===== config.mk =====
export PLATFORM = sky130hd
export DESIGN_NAME = sub_serial
export DESIGN_NICKNAME = d
export VERILOG_FILES = /design/src/rtl/sub_serial.sv
export SDC_FILE = /design/constraint.sdc
export NUM_CORES = 1
export LEC_CHECK = 0
export ABC_AREA = 1
export CORE_MARGIN = 2
export CORE_UTILIZATION = 25
export CTS_CLUSTER_DIAMETER = 30
export DETAILED_ROUTE_END_ITERATION = 12
export HOLD_SLACK_MARGIN = 0.02
export PLACE_DENSITY_LB_ADDON = 0.25
export SYNTH_ARGS = -nofsm -noshare
export SYNTH_HDL_FRONTEND = slang
export SYNTH_SLANG_ARGS = --single-unit
export TNS_END_PERCENT = 1

===== constraint.sdc =====
create_clock -name clk -period 1.5 [get_ports clk]
set_input_delay 0.15 -clock clk [delete_from_list [all_inputs] [get_ports clk]]
set_output_delay 0.15 -clock clk [all_outputs]
set_load 0.02 [all_outputs]

===== src/rtl/sub_serial.sv =====
// Bit-serial unsigned subtractor: diff = a - b - bin, LSB-first, one bit per
// cycle through a single borrow cell, with val/rdy streams on both sides.

module sub_serial_cell (
   input  logic x,
   input  logic y,
   input  logic w,
   output logic d,
   output logic bo
);
   // Full-subtractor: borrow when x < y + w for this bit.
   assign d  = x ^ y ^ w;
   assign bo = (~x & y) | (~(x ^ y) & w);
endmodule

module sub_serial #(
   parameter int nbits = 8
) (
   input  logic             clk,
   input  logic             reset,
   input  logic             istream_val,
   output logic             istream_rdy,
   input  logic [nbits-1:0] a,
   input  logic [nbits-1:0] b,
   input  logic             bin,
   output logic             ostream_val,
   input  logic             ostream_rdy,
   output logic [nbits-1:0] diff,
   output logic             bout,
   output logic             zero
);
   localparam int CW = (nbits > 1) ? $clog2(nbits) : 1;

   typedef enum logic [1:0] {IDLE, CALC, DONE} state_t;

   state_t           state, state_nxt;
   logic [CW-1:0]    cnt;
   logic [nbits-1:0] a_sh, b_sh, diff_r, diff_shift;
   logic             borrow;
   logic             d, bo_nxt, last;

   sub_serial_cell u_cell (
      .x  (a_sh[0]),
      .y  (b_sh[0]),
      .w  (borrow),
      .d  (d),
      .bo (bo_nxt)
   );

   assign last = (cnt == CW'(nbits - 1));

   always_ff @(posedge clk) begin
      if (reset) state <= IDLE;
      else       state <= state_nxt;
   end

   always_comb begin
      state_nxt   = state;
      istream_rdy = 1'b0;
      ostream_val = 1'b0;
      case (state)
         IDLE: begin
            istream_rdy = 1'b1;
            if (istream_val) state_nxt = CALC;
         end
         CALC: begin
            if (last) state_nxt = DONE;
         end
         DONE: begin
            ostream_val = 1'b1;
            if (ostream_rdy) state_nxt = IDLE;
         end
         default: state_nxt = IDLE;
      endcase
   end

   // New result bit enters at the MSB; after nbits shifts bit 0 sits at the LSB.
   always_comb begin
      diff_shift            = diff_r >> 1;
      diff_shift[nbits-1]   = d;
   end

   always_ff @(posedge clk) begin
      if (reset) begin
         cnt    <= '0;
         a_sh   <= '0;
         b_sh   <= '0;
         diff_r <= '0;
         borrow <= 1'b0;
      end else begin
         case (state)
            IDLE: begin
               if (istream_val) begin
                  a_sh   <= a;
                  b_sh   <= b;
                  borrow <= bin;
                  cnt    <= '0;
               end
            end
            CALC: begin
               a_sh   <= a_sh >> 1;
               b_sh   <= b_sh >> 1;
               diff_r <= diff_shift;
               borrow <= bo_nxt;
               if (!last) cnt <= cnt + 1'b1;
            end
            default: ;
         endcase
      end
   end

   assign diff = diff_r;
   assign bout = borrow;
   assign zero = ~|diff_r;

endmodule


==> impl_results.html, run 1 <==
<table>
<tr><th>Metric</th><th>Value</th></tr>
<tr><th colspan="2">Outcome</th></tr>
<tr><td>Outcome</td><td>completed</td></tr>
<tr><th colspan="2">Global routing</th></tr>
<tr><td>All-layer global routing usage</td><td>0.106</td></tr>
<tr><td>Overflow after GRT</td><td>0</td></tr>
<tr><td>Initial antenna violation count</td><td>0</td></tr>
<tr><td>Vias in the first global route</td><td>1256</td></tr>
<tr><td>Maximum number of pins on one net before global-route repair</td><td>33</td></tr>
<tr><td>First-pass GRT wire length</td><td>5400 um</td></tr>
<tr><th colspan="2">Routing</th></tr>
<tr><td>Routed vias</td><td>1412</td></tr>
<tr><td>Antenna violation net count after detailed routing</td><td>0</td></tr>
<tr><td>Wirelength, routed</td><td>3190 um</td></tr>
<tr><td>Iteration-0 DRC Markers</td><td>86</td></tr>
<tr><td>Post-detailed-route via-to-cell ratio</td><td>3.97</td></tr>
<tr><td>Routed wire length per instance</td><td>8.96 um</td></tr>
<tr><td>Number of design rule violations left after detail routing</td><td>0</td></tr>
<tr><td>First-pass detailed-route iteration total</td><td>6</td></tr>
<tr><th colspan="2">Clock tree</th></tr>
<tr><td>Hold Buf Count CTS</td><td>0</td></tr>
<tr><td>Cts bufs inserted</td><td>5</td></tr>
<tr><td>Max H-tree Level</td><td>2</td></tr>
<tr><td>Insertion delay of the later-clocked pin in the worst-skew pair</td><td>270 ps</td></tr>
<tr><td>Sink Count</td><td>30</td></tr>
<tr><td>CTS tree</td><td>done</td></tr>
<tr><td>Clock-pin transition on the worst setup and hold timing paths</td><td>70 ps</td></tr>
<tr><td>Master cell of the clock root buffer</td><td>sky130_fd_sc_hd__clkbuf_8</td></tr>
<tr><td>Setup Buffers After CTS</td><td>0</td></tr>
<tr><td>CTS Buffer Depth</td><td>2</td></tr>
<tr><th colspan="2">Setup path</th></tr>
<tr><td>Logic depth of the worst setup path including buffers</td><td>1</td></tr>
<tr><td>CP delay by family, top</td><td>buffers and inverters</td></tr>
<tr><td>Endpoint kind of the worst setup timing path</td><td>output port</td></tr>
<tr><td>Critical path peak fanout</td><td>4</td></tr>
<tr><td>Crit path launch</td><td>diff[2]</td></tr>
<tr><td>Worst endpoint data arrival time</td><td>1260 ps</td></tr>
<tr><td>Worst path cell trace</td><td>clkdlybuf4s50_1</td></tr>
<tr><td>Slowest CP cell</td><td>sky130_fd_sc_hd__clkdlybuf4s50_1</td></tr>
<tr><td>R2r endpoint</td><td>cnt[0]</td></tr>
<tr><td>Critical register-to-register path startpoint</td><td>cnt[0]</td></tr>
<tr><td>Type of element launching the critical path</td><td>register</td></tr>
<tr><td>Critical path class</td><td>register to output port</td></tr>
<tr><td>R2R setup slack</td><td>200 ps</td></tr>
<tr><td>Depth of the most critical reg-to-reg path</td><td>6</td></tr>
<tr><td>CP required</td><td>1350 ps</td></tr>
<tr><td>Peak per-stage delay on the critical path</td><td>610 ps</td></tr>
<tr><td>Buf/Inv on CP</td><td>1</td></tr>
<tr><th colspan="2">STA</th></tr>
<tr><td>Final Hold Fails</td><td>0</td></tr>
<tr><td>Relative max-transition margin</td><td>0.771</td></tr>
<tr><td>Time the worst path needs with I/O delays and setup</td><td>1410 ps</td></tr>
<tr><td>Sum of negative setup slack</td><td>0 ps</td></tr>
<tr><td>Worst-margin pin slew</td><td>344 ps</td></tr>
<tr><td>Achievable frequency</td><td>0.711 GHz</td></tr>
<tr><td>Maximum clock skew at final layout</td><td>4.61 ps</td></tr>
<tr><td>RSZ-0062 raised after global routing</td><td>false</td></tr>
<tr><td>Number of max-slew violations in the final report</td><td>0</td></tr>
<tr><td>Period utilization</td><td>0.938</td></tr>
<tr><td>Count of endpoints failing setup in the final report</td><td>0</td></tr>
<tr><th colspan="2">Finish</th></tr>
<tr><td>Diode insertion count for antenna repair</td><td>0</td></tr>
<tr><td>Ratio of cells with drive above 1 in the final layout</td><td>0.110</td></tr>
<tr><td>Layout fillers</td><td>662</td></tr>
<tr><td>Count of nets after finishing</td><td>304</td></tr>
<tr><td>Post-Layout Cell Count</td><td>356</td></tr>
<tr><td>Area growth syn-to-layout</td><td>41.2%</td></tr>
<tr><th colspan="2">Synth</th></tr>
<tr><td>Post-synthesis cell type count</td><td>21</td></tr>
<tr><td>Net count after synthesis</td><td>259</td></tr>
<tr><td>Post-synthesis cell count</td><td>235</td></tr>
<tr><td>Average footprint of a synthesized cell</td><td>6.29 um^2</td></tr>
<tr><td>Synth area leaders</td><td>sky130_fd_sc_hd__dfxtp_1, sky130_fd_sc_hd__nand2_1, sky130_fd_sc_hd__nor2_1, sky130_fd_sc_hd__inv_1, sky130_fd_sc_hd__o21ai_0</td></tr>
<tr><td>Area share of the leading cell type in the synthesized netlist</td><td>0.406</td></tr>
<tr><td>Netlist Area Pre-Place</td><td>0.00148 mm^2</td></tr>
<tr><td>Fraction of the yosys area taken by sequential cells</td><td>0.406</td></tr>
<tr><td>Cell taking the most area after synthesis</td><td>sky130_fd_sc_hd__dfxtp_1</td></tr>
<tr><td>Share of async-settable or async-resettable flops after synthesis</td><td>0</td></tr>
<tr><td>#FFs+latches synth</td><td>30</td></tr>
<tr><td>Yosys warns</td><td>0</td></tr>
<tr><td>Main flop type after synthesis</td><td>sky130_fd_sc_hd__dfxtp_1</td></tr>
<tr><td>Number of enable flip-flop cells after synthesis</td><td>0</td></tr>
<tr><th colspan="2">Floorplan</th></tr>
<tr><td>Placement Rows</td><td>28</td></tr>
<tr><td>Core region area</td><td>0.00582 mm^2</td></tr>
<tr><td>Initial standard-cell utilization of the core</td><td>0.254</td></tr>
<tr><td>Horizontal die dimension</td><td>80.9 um</td></tr>
<tr><td>Io pins</td><td>33</td></tr>
<tr><td>Die ar.</td><td>0.00654 mm^2</td></tr>
<tr><td>Vert. Die Dim</td><td>80.9 um</td></tr>
<tr><th colspan="2">Place</th></tr>
<tr><td>Dpl cells</td><td>348</td></tr>
<tr><td>Final estimated routing congestion in global placement</td><td>0.755</td></tr>
<tr><td>IO Port Bufs</td><td>32</td></tr>
<tr><td>Final HPWL DP</td><td>2300 um</td></tr>
<tr><th colspan="2">Hold path</th></tr>
<tr><td>Worst Min Path Start</td><td>b[7]</td></tr>
<tr><td>Worst hold stages</td><td>3</td></tr>
<tr><td>Type of the worst min-delay path</td><td>input pin to register</td></tr>
<tr><td>Hold EP</td><td>b_sh[7]</td></tr>
<tr><th colspan="2">Power</th></tr>
<tr><td>Design internal power</td><td>1.56 mW</td></tr>
<tr><td>Share of total power consumed by net switching</td><td>0.267</td></tr>
<tr><td>Maximum ir drop on the vdd rail</td><td>0.624 mV</td></tr>
<tr><td>Net load switching power</td><td>568 uW</td></tr>
<tr><td>Power density over the cells</td><td>1020 mW/mm^2</td></tr>
<tr><td>Lkg Pwr</td><td>1.10 nW</td></tr>
<tr><td>Clock network fraction of total power</td><td>0.373</td></tr>
<tr><td>Combinational Power Share</td><td>0.206</td></tr>
<tr><td>Portion of total power attributed to sequential cells</td><td>0.421</td></tr>
<tr><th colspan="2">Run</th></tr>
<tr><td>Max Cap Violations</td><td>0</td></tr>
</table>
==> power groups by stage <==
| stage | clock network (mW) | registers, mW | logic (mW) |
|---|---|---|---|
| finish | 0.795 | 0.897 | 0.440 |
| global route | 0.871 | 0.905 | 0.504 |
| CTS | 0.824 | 0.898 | 0.454 |
| detailed placement | 0 | 0.916 | 0.457 |
| global placement | 0 | 0.914 | 0.458 |
| floorplan | 0 | 0.935 | 0.245 |
==> Yosys cell counts (2+ instances only) <==
master / count
sky130_fd_sc_hd__a21oi_1: 4
sky130_fd_sc_hd__nor2_1: 56
sky130_fd_sc_hd__o21ai_0: 8
sky130_fd_sc_hd__buf_2: 2
sky130_fd_sc_hd__inv_2: 2
sky130_fd_sc_hd__buf_4: 5
sky130_fd_sc_hd__dfxtp_1: 30
sky130_fd_sc_hd__inv_1: 21
sky130_fd_sc_hd__ha_1: 2
sky130_fd_sc_hd__nand2_1: 89
sky130_fd_sc_hd__nand3_1: 6
==> how the worst max path moves through the flow <==
stage	to	slack, ps
after global routing	diff[2]	30
after floorplan	zero	250
after detailed placement	zero	20
after CTS	zero	2
final	diff[2]	90
after global placement	zero	80
==> state kept, by name, summed over array words and instances, names as in the netlist <==
| signal | cells |
|---|---|
| a_sh | 8 |
| b_sh | 8 |
| diff | 8 |
| cnt | 3 |
| state | 2 |
| bout | 1 |
==> layout by cell type, fill, tap and decap left out <==
cell type / n
sky130_fd_sc_hd__buf_12: 2
sky130_fd_sc_hd__nor2_4: 1
sky130_fd_sc_hd__clkdlybuf4s50_1: 23
sky130_fd_sc_hd__o21ai_0: 8
sky130_fd_sc_hd__clkinv_2: 2
sky130_fd_sc_hd__nand2_1: 89
sky130_fd_sc_hd__nand3_1: 6
sky130_fd_sc_hd__nor3_1: 1
sky130_fd_sc_hd__clkbuf_2: 1
sky130_fd_sc_hd__a21oi_1: 4
sky130_fd_sc_hd__nor2_2: 1
sky130_fd_sc_hd__inv_1: 21
sky130_fd_sc_hd__nor2_1: 56
sky130_fd_sc_hd__dlygate4sd2_1: 2
sky130_fd_sc_hd__bufinv_16: 1
sky130_fd_sc_hd__buf_4: 14
sky130_fd_sc_hd__clkbuf_8: 5
sky130_fd_sc_hd__nand2_2: 1
sky130_fd_sc_hd__o21ai_2: 1
sky130_fd_sc_hd__ha_1: 2
sky130_fd_sc_hd__dlymetal6s2s_1: 6
sky130_fd_sc_hd__inv_2: 2
sky130_fd_sc_hd__fa_1: 1
sky130_fd_sc_hd__nor3b_1: 1
sky130_fd_sc_hd__dfxtp_1: 30
==> metal layers <==
| layer | track usage | part of all wire |
|---|---|---|
| met2 | 0.177 | 0.45 |
| met1 | 0.130 | 0.50 |
| met4 | 0.0407 | 0.014 |
| met5 | 0 | 0 |
| met3 | 0.0267 | 0.034 |
==> area by class of cell <==
cell class              instances  area (um^2)  share of cell area
clock buffers                   5         68.8              0.0330
well taps                      75         93.8              0.0450
inverters                      23         86.3              0.0414
clock inverters                 3         40.0              0.0192
repair buffers                 48          473               0.227
flip-flops and latches         30          601               0.288
multi-input cells             172          724               0.347
==> stage by stage <==
step	power, mW	hold slack, ps	utilization	cell area (um^2)	setup slack (ps)
5_1_grt	2.28	463	0.359	2090	31.0
4_1_cts	2.18	450	0.357	2080	1.61
2_1_floorplan	1.18	219	-	1480	254
3_5_place_dp	1.37	459	0.339	1970	19.4
6_report	2.13	455	0.359	2090	93.2
3_3_place_gp	1.37	452	0.339	1970	78.2
==> kinds of logic after synthesis <==
kind of cell,synth area share
buffers and inverters,0.103
adders and majority gates,0.0305
DFF,0.406
and+or+nand+nor,0.413
AOI/OAI and AO/OA,0.0466
==> what timing repair did <==
item,CTS,global route
endpoints found under the setup margin,3,7
endpoints found under the hold margin,0,0
gates resized for setup,3,9
(Power assumes the default switching activity.)
==> inputs of run 2 (changes only) <==
- GPL_ROUTABILITY_DRIVEN: unset -> 0
==> results of run 2 <==
Same layout as run 1: the final DEF is identical, and so are final timing and power.
